File: config.mk
export PLATFORM = sky130hd
export DESIGN_NAME = regfile_wb
export DESIGN_NICKNAME = d
export VERILOG_FILES = /design/src/rtl/regfile_wb.sv
export SDC_FILE = /design/constraint.sdc
export NUM_CORES = 1
export LEC_CHECK = 0
export CORE_MARGIN = 2
export CORE_UTILIZATION = 45
export CTS_BUF_LIST = sky130_fd_sc_hd__clkbuf_4 sky130_fd_sc_hd__clkbuf_8
export CTS_CLUSTER_DIAMETER = 100
export DETAILED_ROUTE_END_ITERATION = 10
export PLACE_DENSITY = 0.72
export SYNTH_ARGS = -nofsm -noshare
export SYNTH_HDL_FRONTEND = slang
export SYNTH_SLANG_ARGS = --single-unit
File: constraint.sdc
create_clock -name clk -period 3.5 [get_ports clk]
set_clock_uncertainty 0.05 [all_clocks]
set_input_delay 0.7 -clock clk [delete_from_list [all_inputs] [get_ports clk]]
set_output_delay 0.7 -clock clk [all_outputs]
set_load 0.005 [all_outputs]
File: src/rtl/regfile_wb.sv
// regfile_wb: writeback unit for the single register file write port.
// ALU and load results are queued in an in-order FIFO and drained one
// entry per cycle. A per-register pending-write map and read-hazard
// flags are exported so decode can stall.
// Optional operand bypass from the FIFO is built when the macro
// REGFILE_WB_BYPASS_EN is defined. Without it, the byp_* outputs are tied to zero.
module regfile_wb #(
   parameter int RADDRWIDTH = 3,
   parameter int REGWIDTH   = 16,
   parameter int DEPTH      = 4
) (
   input  logic                       clk,
   input  logic                       rst,
   input  logic                       alu_valid,
   output logic                       alu_ready,
   input  logic [RADDRWIDTH-1:0]      alu_waddr,
   input  logic [REGWIDTH-1:0]        alu_wdata,
   input  logic                       ld_valid,
   output logic                       ld_ready,
   input  logic [RADDRWIDTH-1:0]      ld_waddr,
   input  logic [REGWIDTH-1:0]        ld_wdata,
   output logic                       we,
   output logic [RADDRWIDTH-1:0]      waddr,
   output logic [REGWIDTH-1:0]        wdata,
   input  logic [RADDRWIDTH-1:0]      raddr_a,
   input  logic [RADDRWIDTH-1:0]      raddr_b,
   output logic                       hazard_a,
   output logic                       hazard_b,
   output logic [2**RADDRWIDTH-1:0]   busy,
   output logic                       byp_hit_a,
   output logic [REGWIDTH-1:0]        byp_data_a,
   output logic                       byp_hit_b,
   output logic [REGWIDTH-1:0]        byp_data_b
);

   localparam int NREG = 2**RADDRWIDTH;
   localparam int PTRW = $clog2(DEPTH);
   localparam int CNTW = PTRW + 1;

   logic [PTRW-1:0]       head_q, head_d;
   logic [PTRW-1:0]       tail_q, tail_d;
   logic [CNTW-1:0]       count_q, count_d;
   logic [RADDRWIDTH-1:0] mem_addr_q [DEPTH];
   logic [RADDRWIDTH-1:0] mem_addr_d [DEPTH];
   logic [REGWIDTH-1:0]   mem_data_q [DEPTH];
   logic [REGWIDTH-1:0]   mem_data_d [DEPTH];

   logic                  not_empty;
   logic                  alu_enq;
   logic                  ld_enq;
   logic [PTRW-1:0]       ld_slot;
   logic [NREG-1:0]       busy_v;

   // Readiness looks only at the registered count; a drain in the same
   // cycle gives no extra credit. The load port is throttled when the ALU
   // might take a slot in the same cycle.
   always_comb begin
      not_empty = (count_q != '0);
      alu_ready = (count_q <= CNTW'(DEPTH - 1));
      ld_ready  = alu_valid ? (count_q <= CNTW'(DEPTH - 2))
                            : (count_q <= CNTW'(DEPTH - 1));
      alu_enq   = alu_valid && alu_ready && (alu_waddr != '0);
      ld_enq    = ld_valid && ld_ready && (ld_waddr != '0);
   end

   // Next-state for the FIFO: the ALU entry goes in first (older), the load entry behind it,
   // and the head pops whenever the FIFO holds something.
   always_comb begin
      mem_addr_d = mem_addr_q;
      mem_data_d = mem_data_q;
      ld_slot    = tail_q + PTRW'(alu_enq);
      if (alu_enq) begin
         mem_addr_d[tail_q] = alu_waddr;
         mem_data_d[tail_q] = alu_wdata;
      end
      if (ld_enq) begin
         mem_addr_d[ld_slot] = ld_waddr;
         mem_data_d[ld_slot] = ld_wdata;
      end
      tail_d  = tail_q + PTRW'(alu_enq) + PTRW'(ld_enq);
      head_d  = head_q + PTRW'(not_empty);
      count_d = count_q + CNTW'(alu_enq) + CNTW'(ld_enq) - CNTW'(not_empty);
   end

   // FIFO state registers. Reset discards everything, even mid-drain.
   always_ff @(posedge clk) begin
      if (rst) begin
         head_q  <= '0;
         tail_q  <= '0;
         count_q <= '0;
         for (int i = 0; i < DEPTH; i++) begin
            mem_addr_q[i] <= '0;
            mem_data_q[i] <= '0;
         end
      end else begin
         head_q     <= head_d;
         tail_q     <= tail_d;
         count_q    <= count_d;
         mem_addr_q <= mem_addr_d;
         mem_data_q <= mem_data_d;
      end
   end

   // Register file write port comes straight from the FIFO head.
   // When the FIFO is empty, the port is driven to zero.
   always_comb begin
      we    = not_empty;
      waddr = not_empty ? mem_addr_q[head_q] : '0;
      wdata = not_empty ? mem_data_q[head_q] : '0;
   end

   // Pending-write map. This covers every live entry from the head up to count;
   // the head entry stays pending until it pops.
   always_comb begin
      busy_v = '0;
      for (int k = 0; k < DEPTH; k++) begin
         if (k < int'(count_q)) begin
            busy_v[mem_addr_q[head_q + PTRW'(k)]] = 1'b1;
         end
      end
      busy_v[0] = 1'b0;
      busy      = busy_v;
      hazard_a  = busy_v[raddr_a];
      hazard_b  = busy_v[raddr_b];
   end

`ifdef REGFILE_WB_BYPASS_EN
   // Bypass scans from oldest to youngest so the youngest match wins.
   always_comb begin
      byp_data_a = '0;
      byp_data_b = '0;
      for (int k = 0; k < DEPTH; k++) begin
         if (k < int'(count_q)) begin
            if (mem_addr_q[head_q + PTRW'(k)] == raddr_a) begin
               byp_data_a = mem_data_q[head_q + PTRW'(k)];
            end
            if (mem_addr_q[head_q + PTRW'(k)] == raddr_b) begin
               byp_data_b = mem_data_q[head_q + PTRW'(k)];
            end
         end
      end
      byp_hit_a = hazard_a;
      byp_hit_b = hazard_b;
   end
`else
   // Bypass disabled: outputs tied off, no match logic.
   always_comb begin
      byp_hit_a  = 1'b0;
      byp_data_a = '0;
      byp_hit_b  = 1'b0;
      byp_data_b = '0;
   end
`endif

endmodule

== After elaboration in Yosys (flattened, before gate mapping) ==
Cells that the tools add are included.
Operators by class
  $add $sub $neg: 9
  bitwise operators: 9
  mux-type cells: 50
  reductions and logical operators: 13
  order comparisons: 24
Operators by type and width (count)
  bitwise mux 64 bit: 2
  2-to-1 mux 64 bit: 2
  2-to-1 mux 16 bit: 5
  demux 16 bit (select 2 bit): 2
  2-to-1 mux 3 bit: 11
  binary-select mux 16 bit (select 2 bit): 1
  2-to-1 mux 8 bit: 4
  binary-select mux 3 bit (select 2 bit): 4
  bitwise mux 12 bit: 2
  less-than comparator 3 x 4 -> 1 bit, second input constant: 6
  2-to-1 mux 12 bit: 2
  bitwise OR 8 bit: 3
  greater-or-equal comparator 3 bit, second input constant: 6
  NOT 2 -> 3 bit: 6
  demux 1 bit (select 3 bit): 4
  demux 3 bit (select 2 bit): 2
  greater-or-equal comparator 3 x 1 -> 1 bit, second input constant: 4
  logical AND 1 bit: 10
  nonzero test 3 bit: 3
  2-to-1 mux 1 bit: 7
  adder 2 x 1 -> 2 bit: 3
  adder 3 x 1 -> 3 bit: 2
  binary-select mux 1 bit (select 3 bit): 2
  <= comparator 3 x 2 -> 1 bit, second input constant: 2
  other kinds (6): 10
Storage, ports and cells
  register bits: 83
  logic and storage cells: 116
  input bits: 48

== Longest topological paths before layout ==
Gate-level depths: netlist (run 1).
  word-level depth: 17
  gate-level depth with buffers: 10
  mapped depth without buffers: 9

== Worst setup path after synthesis (run 1) ==
No wires, ideal clock.
  path type: reg2out
  start point: register head_q[1]
  end point: output port hazard_a
  path slack: 0.719 ns
  arrival time: 2.031 ns
  data required time: 2.750 ns
  stages on the path, launching flop included: 8
  cell sequence: dfxtp_1 buf_6 mux4_2 or2_1 nor2_1 a211oi_1 mux4_2 a22oi_2
Between the ends
  longest elaborated chain between the ends: 17
  elaborated cells on any way between the ends: 48
  those cells by class: add/sub (3); order compare (8); mux (26); bitwise (7); reduce/logical (4)
Ends and longest elaborated chain
  from (decl): line 40  | logic [PTRW-1:0] head_q, head_d;
  from (signal assigned): line 88  | head_q <= '0;
  from (signal assigned): line 96  | head_q <= head_d;
  adder 2 x 1 -> 2 bit or NOT 2 -> 3 bit (tied branches): line 118  | busy_v[mem_addr_q[head_q + PTRW'(k)]] = 1'b1;
  NOT 2 -> 3 bit (implied by the code) or binary-select mux 3 bit (select 2 bit) (tied branches): line 118
  binary-select mux 3 bit (select 2 bit) or 2-to-1 mux 3 bit (tied branches): line 118
  2-to-1 mux 3 bit (implied by the code): line 118
  2-to-1 mux 3 bit (implied by the code), or another cell as far along: line 118
  less-than comparator 3 x 4 -> 1 bit (implied by the code), or another cell as far along: line 118
  logical AND 1 bit (implied by the code) or 2-to-1 mux 1 bit (tied branches): line 118
  2-to-1 mux 1 bit (implied by the code) or demux 1 bit (select 3 bit) (tied branches): line 118
  demux 1 bit (select 3 bit) or 2-to-1 mux 8 bit (tied branches): line 118, 117
  bitwise OR 8 bit (no line)
  2-to-1 mux 8 bit: line 117  | if (k < int'(count_q)) begin
  bitwise OR 8 bit (no line)
  2-to-1 mux 8 bit: line 117
  bitwise OR 8 bit (no line)
  2-to-1 mux 8 bit (*): line 117
  binary-select mux 1 bit (select 3 bit) (*): line 123  | hazard_a = busy_v[raddr_a];
  2-to-1 mux 1 bit (implied by the code) (*): line 123
  to (decl): line 27  | output logic hazard_a,
Mark *: on every way between the ends. The rest lies on a longest branch, timed or not. The select of a mux whose other input is x is not followed.

== Worst setup path in the final report (run 1) ==
  start point: register head_q[1]
  end point: output port busy[5]
Between the ends
  longest elaborated chain between the ends: 15
  elaborated cells on any way between the ends: 46
  those cells by class: add/sub (3); order compare (8); mux (24); bitwise (7); reduce/logical (4)
Ends and longest elaborated chain
  adder 2 x 1 -> 2 bit or NOT 2 -> 3 bit (tied branches): line 118
  NOT 2 -> 3 bit (implied by the code) or binary-select mux 3 bit (select 2 bit) (tied branches): line 118
  binary-select mux 3 bit (select 2 bit) or 2-to-1 mux 3 bit (tied branches): line 118
  2-to-1 mux 3 bit (implied by the code): line 118
  2-to-1 mux 3 bit (implied by the code), or another cell as far along: line 118
  less-than comparator 3 x 4 -> 1 bit (implied by the code), or another cell as far along: line 118
  logical AND 1 bit (implied by the code) or 2-to-1 mux 1 bit (tied branches): line 118
  2-to-1 mux 1 bit (implied by the code) or demux 1 bit (select 3 bit) (tied branches): line 118
  demux 1 bit (select 3 bit) or 2-to-1 mux 8 bit (tied branches): line 118, 117
  bitwise OR 8 bit (no line)
  2-to-1 mux 8 bit: line 117
  bitwise OR 8 bit (no line)
  2-to-1 mux 8 bit: line 117
  bitwise OR 8 bit (no line)
  2-to-1 mux 8 bit (*): line 117
  to (decl): line 29  | output logic [2**RADDRWIDTH-1:0] busy,
Marked as above.

==> results.md, run 1 <==
* Final Critical Period at 3380 ps
* Num CTS Buffers at 9
* Number of port buffers at 78
* P_leak at ~2.5 nW
* H-tree level count at 3
* Post-DP HPWL at approximately 9.4 mm
* Initial DRT Pass Iterations at 5
* Pin count of the biggest net entering global routing at 84
* Sw frac at a little under two fifths
* DP Cell Count at about 740
* Worst min path class: reg -> reg
* Via count at about 4500
* Clock-pin slew of the registers on the worst-case setup and hold paths at 90 ps
* Grt ovf at 0
* Tcrit/Tclk final at a little over nine tenths
* Sequential power share at around a third
* Root buf cell: clkbuf_8
* Met1 usage at approximately 28%
* VDD IR max at roughly 0.34 mV
* YS warnings at 0
* Antenna viol nets, final at 0
* Die H at approximately 110 microns
* WL per Instance at 18.06 microns
* Cts hold-fix bufs at 0
* Async SR Flop Fraction at 0%
* Top_reg_cell synth: dfxtp_1
* ANT cells at 0
* Ports at roughly 110
* Post-Syn Instances at 541
* Endpoints failing hold at 0
* Worst-case headroom to the max-slew limit at a little over 60%
* Routability cong. at slightly above 1
* CTS max path bufs at 2
* Sequential-to-total area share from yosys stat at 31.55%
* Psw at 1.741 mW
* Area Growth Syn to Fin at 22.26%
* Max cap viols at 0
* #FFs+latches synth at 83
* Vias per std cell at a little under 6
* Residual DRC at 0
* Setup TNS at 0 ps
* GR Util met3 at roughly 4.2%
* Crit start category: flip-flop
* CTS tree: done
* Vias in the first global route at between 4000 and 5000
* Pins over their slew limit at 0
* CORE AREA at approximately 11000 sq um
* Slew at the pin with the worst max-slew slack at around 580 ps
* Fin cells at slightly below 800
* Total GRT Usage at 22.30%
* Total chip power at ~4.6 mW
* Part of the power in combinational logic at approximately 54%
* EDFF count, synth at 0
* Worst-skew pair later-pin latency at 360 ps
* Crit Path Category: reg -> out
* Critical path data required time at roughly 2800 ps
* Row count at 39
* Clock network power share at between 10% and 20%
* Fraction of final layout cells sized beyond drive strength 1 at approximately 17%
* Initial Util at a little under half
* Yosys top cell area share at 31.55%
* Synth area leader: dfxtp_1
* Detailed Route Iter0 Violations at between 200 and 250
* CP arrival at roughly 2600 ps
* Top Usage Layer GRT: met2
* Critical Path Sink Type: output port
* Final WL at about 14 mm
* WHS at 509.7 ps
* Status: finished, final reports clean
* Antenna violations before repair at 0
* Syn_area_per_cell at roughly 9.7 sq um
* Die Width at 112.2 microns
* Setup Viol. Count Final at 0
* Max frequency at slightly below 0.3 GHz
* Full die area at roughly 13000 sq um
* M2 GR Usage at a little under two fifths
* Pwr/cell area at roughly 710 nW/um^2
* Synth unique cells at between 40 and 50
* Synth top area cells: dfxtp_1 (32%), mux2i_1 (14%), mux4_2 (12%)
* Nets at 677
* RSZ-0062 raised after global routing: no
* Pint at 2.826 mW
* Sink Count at 83
* Mapped Area at between 5000 and 6000 sq um
* First-pass GRT wire length at between 20 and 25 mm
* CP Max Fanout at 11
## placed cells by master (no fill, tap or decap), types with 3 or more instances in the layout
| cell | count |
|---|---|
| nor4b_2 | 3 |
| ha_1 | 5 |
| nand3_1 | 3 |
| o22ai_1 | 5 |
| buf_12 | 4 |
| nand2_1 | 9 |
| mux4_2 | 29 |
| mux2i_1 | 76 |
| nor2_1 | 84 |
| clkbuf_8 | 10 |
| a211oi_1 | 76 |
| clkinv_2 | 3 |
| inv_1 | 16 |
| clkdlybuf4s50_1 | 74 |
| conb_1 | 35 |
| nand2b_1 | 9 |
| nor2b_1 | 25 |
| buf_4 | 27 |
| dfxtp_1 | 80 |
## power by group through the flow
stage	registers, mW	logic [mW]	clock network [mW]
finish	1.47	2.46	0.638
global route	1.50	2.68	0.691
CTS	1.46	2.44	0.650
detailed placement	1.48	2.30	0
global placement	1.46	2.24	0
floorplan	1.39	1.62	0
## flip-flops by register name, indices dropped and copies added (netlist names)
| name | cells |
|---|---|
| mem_addr_q | 12 |
| count_q | 3 |
| head_q | 2 |
| tail_q | 2 |
| mem_data_q | 64 |
## worst max-delay path, cell delays in order (launching register included)
cell and delay [ps]:
dfxtp_2 360, buf_12 140, mux4_2 530, buf_4 160, nand2b_1 130, o22ai_1 110
a311oi_2 310, inv_1 90, clkdlybuf4s50_1 450
## synth_stat cells (3+ instances only)
master / instances
clkbuf_1: 25
dfxtp_1: 83
inv_1: 16
nand2b_1: 9
buf_1: 3
ha_1: 6
mux2i_1: 76
o22ai_1: 5
a211oi_1: 78
mux4_2: 28
nor4b_1: 3
nand2_1: 9
nand3_1: 3
buf_2: 6
nor2b_1: 27
buf_4: 38
nor2_1: 85
## worst paths after layout
path,start,endpoint,slack (ps),cells after the start
setup reg to reg,count_q[2]$_SDFF_PP0_,count_q[1]$_SDFF_PP0_,840,8
setup / recovery,head_q[1]$_SDFF_PP0_,busy[5],120,8
hold reg to reg,mem_data_q[19]$_SDFF_PP0_,mem_data_q[19]$_SDFF_PP0_,510,2
hold / removal,mem_data_q[19]$_SDFF_PP0_,mem_data_q[19]$_SDFF_PP0_,510,2
## cell families after synthesis
| group | count (synthesis) | share of synthesized area [%] |
|---|---|---|
| adders and majority gates | 8 | 2.186 |
| DFF | 83 | 31.55 |
| and+or+nand+nor | 147 | 13.57 |
| muxes | 106 | 27.42 |
| other | 1 | 0.07121 |
| xor gates and xnor gates | 4 | 0.6654 |
| AOI/OAI and AO/OA | 100 | 14.54 |
| buffers and inverters | 92 | 10.00 |
## metal layers
layer  vias up  wire, microns
met1      2174           5828
met2       218           6724
met4         0            432
met3        47            899
met5         -              0
li1       2072              -
## metrics by stage
stage / worst slack [ps] / cell area, sq um / utilization [%]
2_1_floorplan: 719.3 / 5394 / -
3_3_place_gp: 126.9 / 6117 / 53.57
3_5_place_dp: 34.69 / 6117 / 53.57
4_1_cts: 2.068 / 6426 / 56.28
5_1_grt: 4.496 / 6439 / 56.39
6_report: 120.1 / 6439 / 56.39
## what timing repair did
| action | CTS | global route |
|---|---|---|
| pin swaps | 4 | 1 |
| setup buffers | 8 | 2 |
| gates resized for setup | 18 | 9 |
| endpoints found under the setup margin | 4 | 4 |
## final cells by class
type	count	area, sq um
fillers	969	4980
clock buffers	10	137.6
repair buffers	110	1056
well taps	143	178.9
multi-input cells	400	3294
inverters	17	63.81
flip-flops and latches	83	1668
clock inverters	6	40.04
Power figures use the tool's default switching activity.
==> run 2, diff against run 1 <==
--- a/config.mk
+++ b/config.mk
@@ -10,6 +10,7 @@
 export CTS_BUF_LIST = sky130_fd_sc_hd__clkbuf_4 sky130_fd_sc_hd__clkbuf_8
 export CTS_CLUSTER_DIAMETER = 100
 export DETAILED_ROUTE_END_ITERATION = 10
+export HOLD_SLACK_MARGIN = 0.1
 export PLACE_DENSITY = 0.72
 export SYNTH_ARGS = -nofsm -noshare
 export SYNTH_HDL_FRONTEND = slang
==> constraint.sdc (replaced) <==
create_clock -name clk -period 4.3 [get_ports clk]
set_clock_uncertainty 0.05 [all_clocks]
set_input_delay 0.86 -clock clk [delete_from_list [all_inputs] [get_ports clk]]
set_output_delay 0.86 -clock clk [all_outputs]
set_load 0.005 [all_outputs]
==> results.md, run 2 (same netlist as run 1, synthesis figures left out) <==
* Number of port buffers at 78
* Sw frac at a little under two fifths
* Sink Count at just over 80
* Max reg flops at 64
* Pwr/cell area at around 580 nW/um^2
* Psw at 1.344 mW
* Worst-skew pair later-pin latency at 360 ps
* Setup Viol. Count Final at 0
* Final Critical Period at 4041 ps
* Routability cong. at 0.9915
* Top flop regs: mem_data_q x64, mem_addr_q x12, count_q x3
* Num CTS Buffers at 9
* RSZ-0062 raised after global routing: no
* Crit Path Category: reg -> out
* Max frequency at ~0.25 GHz
* Critical path data required time at 3390 ps
* Cts hold-fix bufs at 0
* Final WL at ~13 mm
* Crit. Startpoint: head_q[1]$_SDFF_PP0_
* Detailed Route Iter0 Violations at between 200 and 250
* Setup TNS at 0 ps
* ANT cells at 0
* Nets at 661
* Worst R2R Start: count_q[2]$_SDFF_PP0_
* Endpoints failing hold at 0
* Post-DP HPWL at slightly above 9 mm
* Die H at 112.2 microns
* Vias in the first global route at between 4000 and 5000
* Grt ovf at 0
* Via count at approximately 4300
* Design area at between 6000 and 7000 sq um
* Fin cells at around 750
* Vias per std cell at between 5 and 6
* H-tree level count at 3
* VDD IR max at approximately 0.27 mV
* Hold Path Stages at 2
* Ports at about 110
* Critical Path Sink Type: output port
* WHS at 508.5 ps
* Post-place instance area at 6022 sq um
* Layout fillers at roughly 1000
* Residual DRC at 0
* CORE AREA at around 11000 sq um
* Slew at the pin with the worst max-slew slack at roughly 1100 ps
* Commonest non-fill, non-tap cell in the layout: nor2_1
* Fraction of final layout cells sized beyond drive strength 1 at 12.13%
* CP Max Fanout at 14
* Antenna viol nets, final at 0
* Crit start category: flip-flop
* Die Width at approximately 110 microns
* Pin count of the biggest net entering global routing at 57
* Total GRT Usage at about a fifth
* Max cap viols at 0
* CP arrival at about 3100 ps
* Antenna violations before repair at 0
* Full die area at approximately 13000 sq um
* Part of the power in combinational logic at ~50%
* Root buf cell: clkbuf_8
* Clock-pin slew of the registers on the worst-case setup and hold paths at 80 ps
* P_leak at about 2.4 nW
* Commonest non-fill, non-tap cells in the layout: nor2_1 (85), dfxtp_1 (82), a211oi_1 (78), clkdlybuf4s50_1 (77), mux2i_1 (76)
* Top reg by flops: mem_data_q
* Initial DRT Pass Iterations at 6
* Total chip power at about 3.6 mW
* CP endpoint: hazard_b
* CTS max path bufs at 2
* CTS tree: done
* First-pass GRT wire length at ~21 mm
* Sequential power share at ~33%
* Clock network power share at between 15 and 20%
* WL per Instance at between 15 and 20 microns
* Status: finished, final reports clean
* Worst-case headroom to the max-slew limit at roughly 30%
* DP Cell Count at ~740
* Tcrit/Tclk final at a little over nine tenths
* Reg2Reg Capture Point: count_q[2]$_SDFF_PP0_
* Pins over their slew limit at 0
* Worst min path class: reg -> reg
* Initial Util at a little under half
* Reg2Reg Setup Slack at 1640 ps
* R2R depth at 9
* Row count at 39
* Area Growth Syn to Fin at 18.63%
* Pint at about 2.3 mW
[run 2: routing by layer]
metal / up-vias / GRT usage (%) / part of all wire, %
met4: 0 / 5.447 / 0.99
met2: 135 / 36.83 / 51
met3: 10 / 3.888 / 5.2
met5: - / 0 / 0
met1: 2140 / 26.64 / 43
li1: 2045 / - / -
[run 2: timing repair]
action	CTS	global route
endpoints found under the setup margin	0	2
buffers inserted	0	0
endpoints found under the hold margin	0	0
gates resized for setup	0	1
[run 2: worst min path at each step]
stage,from,to,slack [ps]
floorplan,mem_data_q[16]$_SDFF_PP0_,mem_data_q[16]$_SDFF_PP0_,470
global placement,mem_data_q[58]$_SDFF_PP0_,mem_data_q[58]$_SDFF_PP0_,480
detailed placement,mem_data_q[22]$_SDFF_PP0_,mem_data_q[22]$_SDFF_PP0_,490
CTS,mem_data_q[22]$_SDFF_PP0_,mem_data_q[22]$_SDFF_PP0_,510
global route,mem_data_q[36]$_SDFF_PP0_,mem_data_q[36]$_SDFF_PP0_,530
finish,mem_data_q[16]$_SDFF_PP0_,mem_data_q[16]$_SDFF_PP0_,510
[run 2: power groups by stage]
stage               clock network, mW  registers, mW  logic [mW]
floorplan                           0           1.13        1.32
global placement                    0           1.20        1.76
detailed placement                  0           1.21        1.81
CTS                             0.642           1.20        1.82
global route                    0.670           1.24        1.97
finish                          0.629           1.20        1.81
[run 2: critical path: stages (launching register included)]
cell	delay, ps
dfxtp_1	340
buf_4	240
mux4_1	710
nor4b_1	480
a2111oi_2	140
nand2_1	100
o211ai_1	100
a22oi_2	160
clkdlybuf4s50_1	510
[run 2: metrics by stage]
stage / util (%) / setup WS (ps)
floorplan: - / 1359
global placement: 52.74 / 568.2
detailed placement: 52.74 / 488.7
CTS: 54.69 / 100.6
global route: 54.71 / 101.4
finish: 54.71 / 258.6
[run 2: area by class of cell]
cell class                 count  area [sq um]  area share [%]
multi-input combinational    400          3221           51.55
sequential                    83          1665           26.66
clock buffer                   9         123.9           1.983
tap                          143         178.9           2.864
inverter                      17         63.81           1.021
clock inverter                 7         98.84           1.582
timing repair buffer          94         895.9           14.34
